`config.mk`:
```
export PLATFORM = sky130hd
export DESIGN_NAME = te_pwr_seq_flat
export DESIGN_NICKNAME = d
export VERILOG_FILES = /design/src/rtl/te_pwr_seq_pkg.sv /design/src/rtl/te_pwr_seq_if.sv /design/src/rtl/te_seq_step_timer.sv /design/src/rtl/te_pwr_seq.sv /design/src/flat_wrapper.sv
export SDC_FILE = /design/constraint.sdc
export NUM_CORES = 1
export LEC_CHECK = 0
export ABC_CLOCK_PERIOD_IN_PS = 2800
export CAP_MARGIN = 10
export CORE_MARGIN = 3
export CORE_UTILIZATION = 30
export CTS_CLUSTER_DIAMETER = 40
export DETAILED_ROUTE_END_ITERATION = 7
export HOLD_SLACK_MARGIN = 0.05
export SYNTH_ARGS = -nofsm -noshare
export SYNTH_HDL_FRONTEND = slang
export SYNTH_SLANG_ARGS = --single-unit
```
`constraint.sdc`:
```
create_clock -name ck -period 2.8 [get_ports ck]
set_input_delay 0.84 -clock ck [delete_from_list [all_inputs] [get_ports ck]]
set_output_delay 0.84 -clock ck [all_outputs]
set_load 0.03 [all_outputs]
```
`src/rtl/te_pwr_seq_pkg.sv`:
```
// te_seq_pkg: shared types and constants for the TimingEngine power/isolation
// sequencer (te_pwr_seq).
//   te_seq_state_e : sequencer FSM states
//   TE_SEQ_*_DEF   : default SETTLE_CYC / PLL_TIMEOUT values
//   iso_entry()    : ISO_* state that unwinds a partially completed REL_* step
package te_seq_pkg;

    typedef enum logic [3:0] {
        ST_OFF,
        ST_REL_M1,
        ST_REL_M3,
        ST_REL_M2,
        ST_WAIT_PLL,
        ST_ON,
        ST_RX,
        ST_ISO_M2,
        ST_ISO_M3,
        ST_ISO_M1
    } te_seq_state_e;

    localparam int unsigned TE_SEQ_SETTLE_CYC_DEF  = 4;
    localparam int unsigned TE_SEQ_PLL_TIMEOUT_DEF = 200;

    // Abort from a release step starts isolating at the highest domain that
    // step released, so domains are always re-isolated in reverse power order.
    function automatic te_seq_state_e iso_entry(input te_seq_state_e rel);
        case (rel)
            ST_REL_M1: return ST_ISO_M1;
            ST_REL_M3: return ST_ISO_M3;
            default:   return ST_ISO_M2;
        endcase
    endfunction

endpackage

```
`src/rtl/te_pwr_seq_if.sv`:
```
// te_pwr_seq_if: request/status bundle between the TimingEngine controller
// (master) and the power/isolation sequencer (slave).
//   master drives : req_on, req_rx, pll_settled, tarst_fs
//   slave drives  : isolate_m1/m3/m2, radio_enable, radio_rx_en, busy, timeout_err
interface te_pwr_seq_if;
    logic req_on;
    logic req_rx;
    logic pll_settled;
    logic tarst_fs;
    logic isolate_m1;
    logic isolate_m3;
    logic isolate_m2;
    logic radio_enable;
    logic radio_rx_en;
    logic busy;
    logic timeout_err;

    modport master (
        output req_on, req_rx, pll_settled, tarst_fs,
        input  isolate_m1, isolate_m3, isolate_m2,
        input  radio_enable, radio_rx_en, busy, timeout_err
    );

    modport slave (
        input  req_on, req_rx, pll_settled, tarst_fs,
        output isolate_m1, isolate_m3, isolate_m2,
        output radio_enable, radio_rx_en, busy, timeout_err
    );
endinterface

```
`src/rtl/te_seq_step_timer.sv`:
```
// te_seq_step_timer: loadable saturating down-counter.
//   ck, arst  : clock, async active-high reset (count -> 0)
//   load      : load load_val this cycle (wins over counting)
//   load_val  : value loaded; done rises after load_val further cycles
//   done      : count has reached zero (stays there, no wrap)
module te_seq_step_timer #(
    parameter int unsigned W = 3
) (
    input  logic         ck,
    input  logic         arst,
    input  logic         load,
    input  logic [W-1:0] load_val,
    output logic         done
);
    logic [W-1:0] cnt;

    always_ff @(posedge ck or posedge arst) begin
        if (arst)             cnt <= '0;
        else if (load)        cnt <= load_val;
        else if (cnt != '0)   cnt <= cnt - 1'b1;
    end

    assign done = (cnt == '0);
endmodule

```
`src/rtl/te_pwr_seq.sv`:
```
// te_pwr_seq: power/isolation sequencer for the TimingEngine path across
// PD_M1, PD_M3, PD_M2. Releases isolation M1 -> M3 -> M2, waits for PLL lock,
// then enables the radio (and RX on request); powers down in reverse order.
// tarst_fs aborts straight to OFF from any state.
//   ck, arst : clock, async active-high reset
//   bus      : te_pwr_seq_if.slave (requests in, isolation/enable/status out)
// Parameters: SETTLE_CYC (1..255) cycles per isolation step,
//             PLL_TIMEOUT (1..65535) WAIT_PLL cycles before abort.
// Build option: TE_SEQ_PLL_TIMEOUT_EN enables the PLL timeout counter and
// timeout_err; without it WAIT_PLL waits for lock indefinitely.
module te_pwr_seq
    import te_seq_pkg::*;
#(
    parameter int unsigned SETTLE_CYC  = TE_SEQ_SETTLE_CYC_DEF,
    parameter int unsigned PLL_TIMEOUT = TE_SEQ_PLL_TIMEOUT_DEF
) (
    input  logic         ck,
    input  logic         arst,
    te_pwr_seq_if.slave  bus
);
    localparam int unsigned SW = $clog2(SETTLE_CYC + 1);
    localparam logic [SW-1:0] STEP_LD = SW'(SETTLE_CYC - 1);

    te_seq_state_e state, state_n;
    logic          drop_q, drop;
    logic          step_done, pll_to, enter;
    logic          iso_m1_q, iso_m3_q, iso_m2_q, ren_q, rxen_q, busy_q;
    logic          iso_m1_n, iso_m3_n, iso_m2_n, ren_n, rxen_n, busy_n;
    logic          err_set;

    // Every state change reloads both timers, so each state starts a fresh count.
    assign enter = (state_n != state);

    te_seq_step_timer #(.W(SW)) u_step (
        .ck       (ck),
        .arst     (arst),
        .load     (enter),
        .load_val (STEP_LD),
        .done     (step_done)
    );

`ifdef TE_SEQ_PLL_TIMEOUT_EN
    localparam int unsigned TW = $clog2(PLL_TIMEOUT + 1);
    localparam logic [TW-1:0] TO_LD = TW'(PLL_TIMEOUT - 1);
    logic to_done;
    logic err_q;

    te_seq_step_timer #(.W(TW)) u_pll_to (
        .ck       (ck),
        .arst     (arst),
        .load     (enter),
        .load_val (TO_LD),
        .done     (to_done)
    );

    assign pll_to = to_done;

    // Sticky; only an idle OFF with no pending request clears it.
    always_ff @(posedge ck or posedge arst) begin
        if (arst)                                 err_q <= 1'b0;
        else if (err_set)                         err_q <= 1'b1;
        else if (state == ST_OFF && !bus.req_on)  err_q <= 1'b0;
    end

    assign bus.timeout_err = err_q;
`else
    // PLL_TIMEOUT is at least 1, so this never fires: WAIT_PLL waits for lock.
    assign pll_to          = (PLL_TIMEOUT == 0);
    assign bus.timeout_err = 1'b0;
`endif

    always_comb begin
        state_n = state;
        err_set = 1'b0;
        // A drop anywhere inside a release step is remembered until the step ends.
        drop    = drop_q | ~bus.req_on;

        if (bus.tarst_fs) begin
            state_n = ST_OFF;
        end else begin
            case (state)
                ST_OFF:      if (bus.req_on) state_n = ST_REL_M1;
                ST_REL_M1:   if (step_done) state_n = drop ? iso_entry(state) : ST_REL_M3;
                ST_REL_M3:   if (step_done) state_n = drop ? iso_entry(state) : ST_REL_M2;
                ST_REL_M2:   if (step_done) state_n = drop ? iso_entry(state) : ST_WAIT_PLL;
                ST_WAIT_PLL: begin
                    if (!bus.req_on)          state_n = ST_ISO_M2;
                    else if (bus.pll_settled) state_n = ST_ON;
                    else if (pll_to) begin
                        state_n = ST_ISO_M2;
                        err_set = 1'b1;
                    end
                end
                ST_ON: begin
                    if (!bus.req_on)           state_n = ST_ISO_M2;
                    else if (!bus.pll_settled) state_n = ST_WAIT_PLL;
                    else if (bus.req_rx)       state_n = ST_RX;
                end
                ST_RX: begin
                    if (!bus.req_on)           state_n = ST_ISO_M2;
                    else if (!bus.pll_settled) state_n = ST_WAIT_PLL;
                    else if (!bus.req_rx)      state_n = ST_ON;
                end
                ST_ISO_M2:   if (step_done) state_n = ST_ISO_M3;
                ST_ISO_M3:   if (step_done) state_n = ST_ISO_M1;
                ST_ISO_M1:   if (step_done) state_n = ST_OFF;
                default:     state_n = ST_OFF;
            endcase
        end

        // Outputs are a decode of the next state, registered alongside it.
        // Aborted release paths only pass through ISO states whose lower
        // domains are already isolated, so the decode holds for them too.
        iso_m1_n = !(state_n inside {ST_REL_M1, ST_REL_M3, ST_REL_M2, ST_WAIT_PLL,
                                     ST_ON, ST_RX, ST_ISO_M2, ST_ISO_M3});
        iso_m3_n = !(state_n inside {ST_REL_M3, ST_REL_M2, ST_WAIT_PLL,
                                     ST_ON, ST_RX, ST_ISO_M2});
        iso_m2_n = !(state_n inside {ST_REL_M2, ST_WAIT_PLL, ST_ON, ST_RX});
        ren_n    = (state_n inside {ST_ON, ST_RX});
        rxen_n   = (state_n == ST_RX);
        busy_n   = !(state_n inside {ST_OFF, ST_ON, ST_RX});
    end

    always_ff @(posedge ck or posedge arst) begin
        if (arst) begin
            state    <= ST_OFF;
            drop_q   <= 1'b0;
            iso_m1_q <= 1'b1;
            iso_m3_q <= 1'b1;
            iso_m2_q <= 1'b1;
            ren_q    <= 1'b0;
            rxen_q   <= 1'b0;
            busy_q   <= 1'b0;
        end else begin
            state    <= state_n;
            drop_q   <= enter ? 1'b0 : drop;
            iso_m1_q <= iso_m1_n;
            iso_m3_q <= iso_m3_n;
            iso_m2_q <= iso_m2_n;
            ren_q    <= ren_n;
            rxen_q   <= rxen_n;
            busy_q   <= busy_n;
        end
    end

    assign bus.isolate_m1   = iso_m1_q;
    assign bus.isolate_m3   = iso_m3_q;
    assign bus.isolate_m2   = iso_m2_q;
    assign bus.radio_enable = ren_q;
    assign bus.radio_rx_en  = rxen_q;
    assign bus.busy         = busy_q;
endmodule

```
`src/flat_wrapper.sv`:
```
// flat-port wrapper written by rule: the top's interface ports become plain ports
module te_pwr_seq_flat import te_seq_pkg::*;
#(
    parameter int unsigned SETTLE_CYC  = TE_SEQ_SETTLE_CYC_DEF,
    parameter int unsigned PLL_TIMEOUT = TE_SEQ_PLL_TIMEOUT_DEF
)
  (ck, arst, bus_req_on, bus_req_rx, bus_pll_settled, bus_tarst_fs, bus_isolate_m1, bus_isolate_m3, bus_isolate_m2, bus_radio_enable, bus_radio_rx_en, bus_busy, bus_timeout_err);
  te_pwr_seq_if bus_i ();
  input  logic ck;
  input  logic arst;
  input wire logic [$bits(bus_i.req_on)-1:0] bus_req_on;
  input wire logic [$bits(bus_i.req_rx)-1:0] bus_req_rx;
  input wire logic [$bits(bus_i.pll_settled)-1:0] bus_pll_settled;
  input wire logic [$bits(bus_i.tarst_fs)-1:0] bus_tarst_fs;
  output wire logic [$bits(bus_i.isolate_m1)-1:0] bus_isolate_m1;
  output wire logic [$bits(bus_i.isolate_m3)-1:0] bus_isolate_m3;
  output wire logic [$bits(bus_i.isolate_m2)-1:0] bus_isolate_m2;
  output wire logic [$bits(bus_i.radio_enable)-1:0] bus_radio_enable;
  output wire logic [$bits(bus_i.radio_rx_en)-1:0] bus_radio_rx_en;
  output wire logic [$bits(bus_i.busy)-1:0] bus_busy;
  output wire logic [$bits(bus_i.timeout_err)-1:0] bus_timeout_err;
  assign bus_i.req_on = bus_req_on;
  assign bus_i.req_rx = bus_req_rx;
  assign bus_i.pll_settled = bus_pll_settled;
  assign bus_i.tarst_fs = bus_tarst_fs;
  assign bus_isolate_m1 = bus_i.isolate_m1;
  assign bus_isolate_m3 = bus_i.isolate_m3;
  assign bus_isolate_m2 = bus_i.isolate_m2;
  assign bus_radio_enable = bus_i.radio_enable;
  assign bus_radio_rx_en = bus_i.radio_rx_en;
  assign bus_busy = bus_i.busy;
  assign bus_timeout_err = bus_i.timeout_err;
  te_pwr_seq #(.SETTLE_CYC(SETTLE_CYC), .PLL_TIMEOUT(PLL_TIMEOUT)) u_core (.ck(ck), .arst(arst), .bus(bus_i));
endmodule
```
==> impl_summary.md, run 1 <==
Critical path
The type of destination of the critical path is a flop. Tracing the worst setup path back leads to its startpoint at bus_req_on. The worst register-to-register path has a setup slack of 0.43 ns.

The signal on the critical path passes through clkdlybuf4s50_1 > nor3_1 > a311oi_1 > a21bo_2 > and4_1 > mux2_2 > or3_1. The largest driver fanout on the critical path is 4. The startpoint kind of the worst setup timing path is an input port. The maximum cell stage delay along the critical path is 0.52 ns.

The critical path is of the in -> reg type. For the worst setup path, the data arrival time is 2.81 ns. Among all stages on the critical path, the largest delay is contributed by sky130_fd_sc_hd__clkdlybuf4s50_1. The worst path required time is 2.95 ns.

In this run the critical register-to-register path is launched from u_core.u_step.cnt[0].

GRT
The initial antenna violation count was 0. The global-route wire length before repair is 3.99 mm. Entering global routing, the biggest net connects 16 pins. For this run, the total global-route usage over all layers was measured as 12.4%.

The remaining global-route overflow is 0. The number of global-route vias before repair is 864.

STA
After layout, the minimum clock period comes to 2.66 ns. Based on the critical path, the design can be clocked at up to 377 MHz. Headroom to the max-slew limit came out at 63.8%.

For the pin with the worst max-slew slack, the measured transition is 0.543 ns. The final-report hold violation count is 0. Across all setup checks in the final design, the least slack found is 0.144 ns.

For the final database, setup skew stands at 0.00250 ns. The total negative slack is 0 ns. Setup repair after global routing left no endpoint under its margin. The final count of negative-setup-slack endpoints is 0.

The final worst-path cycle share is roughly 95%. The final max-slew violation count is 0. Final hold analysis gives a worst-case slack of 0.623 ns.

Synthesis
In the post-synthesis netlist, the biggest area contributors are sky130_fd_sc_hd__dfrtp_1 29%, sky130_fd_sc_hd__dfstp_2 8.3%, sky130_fd_sc_hd__nor2_1 4.7%. The fraction of the mapped netlist area in compound gates is 20.5%. The proportion of netlist area held by the largest area contributor is 28.9%. The primary flip-flop cell chosen by synthesis mapping is sky130_fd_sc_hd__dfrtp_1. Summing the areas of all xor and xnor instances in the mapped netlist gives around 3.7% of the synthesized area. Yosys instantiated no cell more often than sky130_fd_sc_hd__nor2_1. The number of distinct library cells after synthesis is 42. The sequential share of the synthesized area is 37.1%. The count of state elements after synthesis is 14. The cell count after synthesis came out at 110.

For this run, asynchronously set or reset flops after synthesis account for between 90% and 100%. When the netlist entered floorplanning its net count stood at 118. The main combinational cell family by area after synthesis is simple AND/OR/NAND/NOR gates.

Summing every instance area after synthesis gives 953 um^2. Multiplexer cells account for 3.28% of the synthesized area. The Yosys step of the flow raised 0 warnings. After Yosys synthesis, and, or, nand and nor cells account for 27.0% of the synthesized area.

Each instance of the synthesized netlist takes up on average 8.67 um^2. The commonest cells after synthesis are 12 x sky130_fd_sc_hd__nor2_1, 11 x sky130_fd_sc_hd__dfrtp_1, 8 x sky130_fd_sc_hd__o21ai_0. Counting flops with a built-in enable in the synthesized netlist gives 0.

Of all cell types, the one taking the most synthesized area is sky130_fd_sc_hd__dfrtp_1. After Yosys synthesis, full adders, half adders and majority gates account for 2.62% of the synthesized area.

Clock network
The CTS tree is yes. The number of buffers inserted by hold repair at cts is 0. The clock passes through at most 2 buffers.

The total clock sinks is 14. The number of gates resized after CTS is 0. The clock-pin transition on the worst setup and hold timing paths is 0.09 ns. The number of CTS-inserted buffers is 3. The insertion delay of the later-clocked pin in the worst-skew pair is 0.27 ns. After clock tree synthesis, the setup repair step added 0 buffers. In this run the clock root is driven by a sky130_fd_sc_hd__clkbuf_4. CTS built an H-tree with a depth of 1.

Routing
Summing over every cut layer, the via total after detailed routing is 878. The via count normalized by instance count is 5.02. The number of detailed-route iterations in the first pass is 5.

After detailed routing, the number of remaining DRC violations is 0. The count of nets left with antenna violations once routing finished came out at 0. The first routing iteration left 46 violations. The per-cell routed wire length is 12.8 um. The total wirelength of the detailed-routed design is 2.24 mm.

Placed design
The placed cell area is 1180 um^2. The worst setup slack after placement is -0.155 ns. The detailed-placement wirelength estimate is around 1.7 mm.

In this run, placement finished with an instance count of 171. The number of buffers added on ports is 11. The placer congestion estimate is 0.887.

Layout
The antenna diode count is 0. The non-filler instance count after layout is 175. The fraction of final layout cells with drive strength greater than 1 is a little under a fifth. With fillers left out, the area of the finished cells amounts to 1220 um^2. Cells fill between 40% and 50% of the core in the end.

The layout filler cell count is 303. The area growth from synthesis to layout is 28.1%. After the last flow step, the layout net total stands at between 100 and 150.

Floorplan
From left edge to right edge, the die measures 62.4 um. Once the floorplan was initialized, standard cells occupied 32.9% of the core. After floorplanning, the core was sized to cover 2900 um^2. The height of the die is ~62 um. The full die area is 3890 um^2.

The floorplan has 19 rows. The I/O pin count is 13.

Pwr
The clock network accounts for roughly 22% of the total power. Net switching is 32.4% of the power. In this run the static leakage power is 0.524 nW. The switching component of the power is 0.208 mW. The part of the total power dissipated in sequential elements is 41.0%. The maximum vdd ir drop is 0.000225 V.

In this run, the combinational gates consume ~37% of the power. Power spread over the standard cell area amounts to 525 nW/um^2. Internal power comes to 0.433 mW. The completed layout was analyzed and its total power is 0.642 mW.

Hold path
The worst hold path begins at u_core.u_step.cnt[0]. The classification of the worst-slack hold path is reg -> reg.

Run status
The run finished with clean final reports.

Run
Across the run, the number of max-cap violations was 0.
==> kinds of logic after synthesis <==
logic type                 Yosys count
and+or+nand+nor                     47
AOI/OAI and AO/OA                   28
DFF                                 14
buffers and inverters               11
xor gates and xnor gates             4
muxes                                3
adders and majority gates            2
other                                1
==> cells in the final DEF, fill, tap and decap left out, drive strengths merged, types with 2 or more instances in the layout <==
master and instances:
dfrtp 11, dfstp 3, nand4 2, ha 2
and2 2, nand2 2, a41oi 2, o21ai 9
a21o 2, or3 3, nor2b 3, buf 13
mux2i 2, nor3 5, xnor2 3, a31oi 2
a211o 2, nand3 4, clkbuf 4, nor2 12
a21oi 5, inv 6, clkdlybuf4s50 11, nand2b 6
and3 2
==> critical path, delay by kind of cell <==
family | cells | cell delay [ns]
buffers and inverters | 1 | 0.52
muxes | 1 | 0.29
and+or+nand+nor | 3 | 0.62
AOI/OAI and AO/OA | 2 | 0.53
==> final timing paths <==
path	end	cells after the start
min	u_core.u_step.cnt[0]	2
max reg2reg	u_core.u_step.cnt[0]	8
max	u_core.u_step.cnt[0]	7
max in group asynchronous	u_core.bus.isolate_m2	2
min reg2reg	u_core.u_step.cnt[0]	2
min in group asynchronous	u_core.u_step.cnt[0]	2
==> power by group through the flow <==
stage          Combinational [mW]  Clock [mW]  Sequential, mW
5_1_grt                     0.258       0.160           0.268
3_5_place_dp                0.234           0           0.266
2_1_floorplan               0.145           0           0.267
3_3_place_gp                0.230           0           0.265
6_report                    0.235       0.144           0.263
4_1_cts                     0.237       0.150           0.262
==> metal layers <==
metal | up-vias | part of all wire (%) | track usage (%)
met5 | - | 0 | 0
met4 | 0 | 2.1 | 5.51
met3 | 4 | 5.4 | 2.70
met2 | 26 | 45 | 19.4
met1 | 402 | 48 | 16.5
li1 | 446 | - | -
==> final cells by class <==
| type | count | area (um^2) | area share (%) |
|---|---|---|---|
| Inverter | 6 | 22.5 | 1.84 |
| Clock buffer | 4 | 36.3 | 2.97 |
| Multi-Input combinational cell | 85 | 548 | 44.9 |
| Tap cell | 42 | 52.6 | 4.30 |
| Timing Repair Buffer | 24 | 208 | 17.0 |
| Sequential cell | 14 | 354 | 29.0 |
==> flip-flops by register name (all words and copies together), names as in the netlist <==
signal / count
u_core.u_step.cnt: 3
u_core.bus.isolate_m3: 1
u_core.bus.radio_enable: 1
u_core.bus.radio_rx_en: 1
u_core.bus.isolate_m2: 1
u_core.bus.isolate_m1: 1
u_core.bus.busy: 1
u_core.state: 4
u_core.drop_q: 1
(Power assumes the default switching activity.)
==> inputs of run 2 (changes only) <==
- ABC_CLOCK_PERIOD_IN_PS: 2800 -> 2400
- clock period: 2.8 -> 2.4 ns (I/O delays scaled with it)
==> impl_summary.md, run 2 (synthesis gave the netlist of run 1 again) <==
Layout
The net count of the finished layout is 150. Leaving out fill and tap cells, the most frequent cell in the layout is sky130_fd_sc_hd__buf_4. In the final layout, the registers with the most flip-flops are u_core.state: 4 flops, u_core.u_step.cnt: 3 flops. The fraction of final layout cells with drive strength greater than 1 is 26.2%.

In the layout the commonest cells are 21 x sky130_fd_sc_hd__buf_4, 12 x sky130_fd_sc_hd__nor2_1, 11 x sky130_fd_sc_hd__dfrtp_1. For this run, the share of the core covered by cells in the final layout is 45.6%. The finished cells cover around 1300 um^2. The area growth from synthesis to layout is 38.6%. The register with the most flip-flops in the layout has 4 of them. Ranked by flip-flop count, first place goes to u_core.state.

The repair_antennas step left the layout with diodes totalling 0.

Clock network
Buffers inserted to repair hold after CTS numbered 0. Clock tree synthesis inserted a total of 3 buffers. The cell at the root of the clock tree is sky130_fd_sc_hd__clkbuf_4. The clock drives 14 sinks.

The clock tree buffer depth is 2. The H-tree depth reported by CTS is 1. Clock latency on the worst-skew pair, taken at its later pin, is between 0.2 and 0.3 ns. The clock-pin transition on the worst setup and hold timing paths is approximately 0.080 ns. The total setup buffers inserted after CTS is 0. The CTS tree is yes.

Run
The max-capacitance violation count is 0.

Routing
The per-cell routed wire length is 13.5 um. The DRC marker count from the first detailed-route iteration is 40. Summed over all layers, the routed wires come to 2.47 mm.

Across all layers, the routed design uses 948 vias. Using the TritonRoute via totals, the vias-per-cell ratio works out to 5.18. The number of remaining DRC errors is 0.

The number of detailed-route iterations in the first pass is 4. The remaining antenna violation count is 0.

Floorplan
The area of the core region is 2900 um^2. The height of the die is 62.4 um. From left edge to right edge, the die measures just over 60 um. The full die area is 3890 um^2. 13 I/O pins were placed.

The initial utilization of the core area, before any placement, comes to 32.9%. The number of rows created at floorplan is 19.

Pwr
The share of total power consumed by net switching is between 30 and 40%. The static leakage is approximately 0.58 nW. In this run the power density over the cells is 589 nW/um^2. Registers are responsible for 39.7% of the overall power. In this run the power spent charging and discharging nets is 0.254 mW.

The part of the power in combinational logic is approximately two fifths. Cell internal power was estimated by the tool at 0.524 mW. The sum of internal, switching and leakage power is 0.778 mW. The clock network accounts for 21.3% of the total power. The maximum vdd ir drop is 0.000294 V.

Hold path
In this run the most critical hold path is launched from u_core.u_step.cnt[0]. The capture endpoint of the worst hold path is u_core.u_step.cnt[0]. The worst hold path belongs to the class reg -> reg. The depth of the worst hold-timing path is 2.

Critical path
Data on the critical path is required at its endpoint by 2.56 ns. The logic depth of the worst register-to-register path is 6. The worst endpoint data arrival time is 2.49 ns. The endpoint identified for the worst register-to-register timing path is u_core.u_step.cnt[0].

The setup slack on the worst flop-to-flop path is 0.10 ns. STA classifies the critical path startpoint as an input port. Of all nets on the critical path, the largest fanout is 3. The critical path class is in -> reg. The startpoint identified for the worst register-to-register timing path is u_core.state[0]. STA classifies the critical path endpoint as a flop.

GRT
The global-route wire length before repair is between 4 and 5 mm. The number of global-route vias before repair is 942. The remaining global-route overflow is 0. The initial antenna violation count came to 0. Entering global routing, the biggest net connects 16 pins. The overall fraction of global-route tracks in use is 13.2%.

STA
Setup repair after global routing could not meet its margin everywhere. The final max-slew violation count came to 0. The maximum clock frequency is approximately 430 MHz.

Counting I/O delays and the setup requirement, the final critical path takes 2.34 ns. Final hold analysis gives a worst-case slack of 0.640 ns. The final-report hold violation count is 0. The worst setup skew after layout is 0.00525 ns.

Headroom to the max-slew limit came out at 66.0%. For the final routed database, the setup TNS stands at 0 ns. The final critical path takes up 97.4% of the cycle. Setup violations remaining at the end of the flow were counted as 0. At the pin with the least slew margin, the transition time is a little over 0.5 ns.

Run status
The flow ran to the end, and the final reports show no timing, DRC or antenna violations.

Placed design
The placed cell area is 1240 um^2. The placer congestion estimate is a little over 0.8. The detailed-placement wirelength estimate is 1.84 mm. The number of buffers added on ports is 11.
==> run 2: critical path, stage by stage <==
cell,delay [ns]
sky130_fd_sc_hd__clkdlybuf4s50_1,0.50
sky130_fd_sc_hd__buf_4,0.12
sky130_fd_sc_hd__nand3_1,0.07
sky130_fd_sc_hd__nand2_1,0.10
sky130_fd_sc_hd__a32o_1,0.21
sky130_fd_sc_hd__mux2i_1,0.25
sky130_fd_sc_hd__nand3_2,0.14
sky130_fd_sc_hd__or3_1,0.39
==> run 2: layer usage <==
layer	GRT usage, %	wire length [um]
met4	7.71	84
met5	0	0
met3	2.70	103
met2	20.7	1150
met1	16.6	1140
==> run 2: repair_timing <==
item	4_1_cts	5_1_grt
resized for setup	3	8
setup endpoints to repair	8	4
gates cloned	0	0
pin swaps	0	2
==> run 2: cell type report <==
class,instances,area [um^2]
multi-input combinational,85,589
tap,42,52.6
clock buffer,4,36.3
inverter,6,22.5
fill,304,1580
sequential,14,354
timing repair buffer,32,267
==> run 2: power by group through the flow <==
stage	Combinational, mW	Sequential [mW]	Clock, mW
after floorplan	0.169	0.311	0
after global placement	0.278	0.309	0
after detailed placement	0.285	0.311	0
after CTS	0.287	0.307	0.172
after global routing	0.335	0.314	0.186
final	0.304	0.309	0.166
==> run 2: how the worst max path moves through the flow <==
stage	depth (start not counted)	end	from	slack (ns)
floorplan	6	u_core.u_step.cnt[0]	bus_req_on	0.16
global placement	7	u_core.u_step.cnt[1]	bus_req_on	-0.35
detailed placement	7	u_core.u_step.cnt[0]	bus_req_on	-0.40
CTS	7	u_core.u_step.cnt[0]	bus_req_rx	0.02
global route	8	u_core.u_step.cnt[0]	bus_req_rx	-0.06
finish	8	u_core.u_step.cnt[0]	bus_req_rx	0.06
==> run 2: per-stage QoR <==
stage | std cells | setup slack (ns)
6_report | 183 | 0.0629
5_1_grt | 183 | -0.0612
4_1_cts | 183 | 0.0200
3_5_place_dp | 179 | -0.399
3_3_place_gp | 179 | -0.346
2_1_floorplan | 110 | 0.159
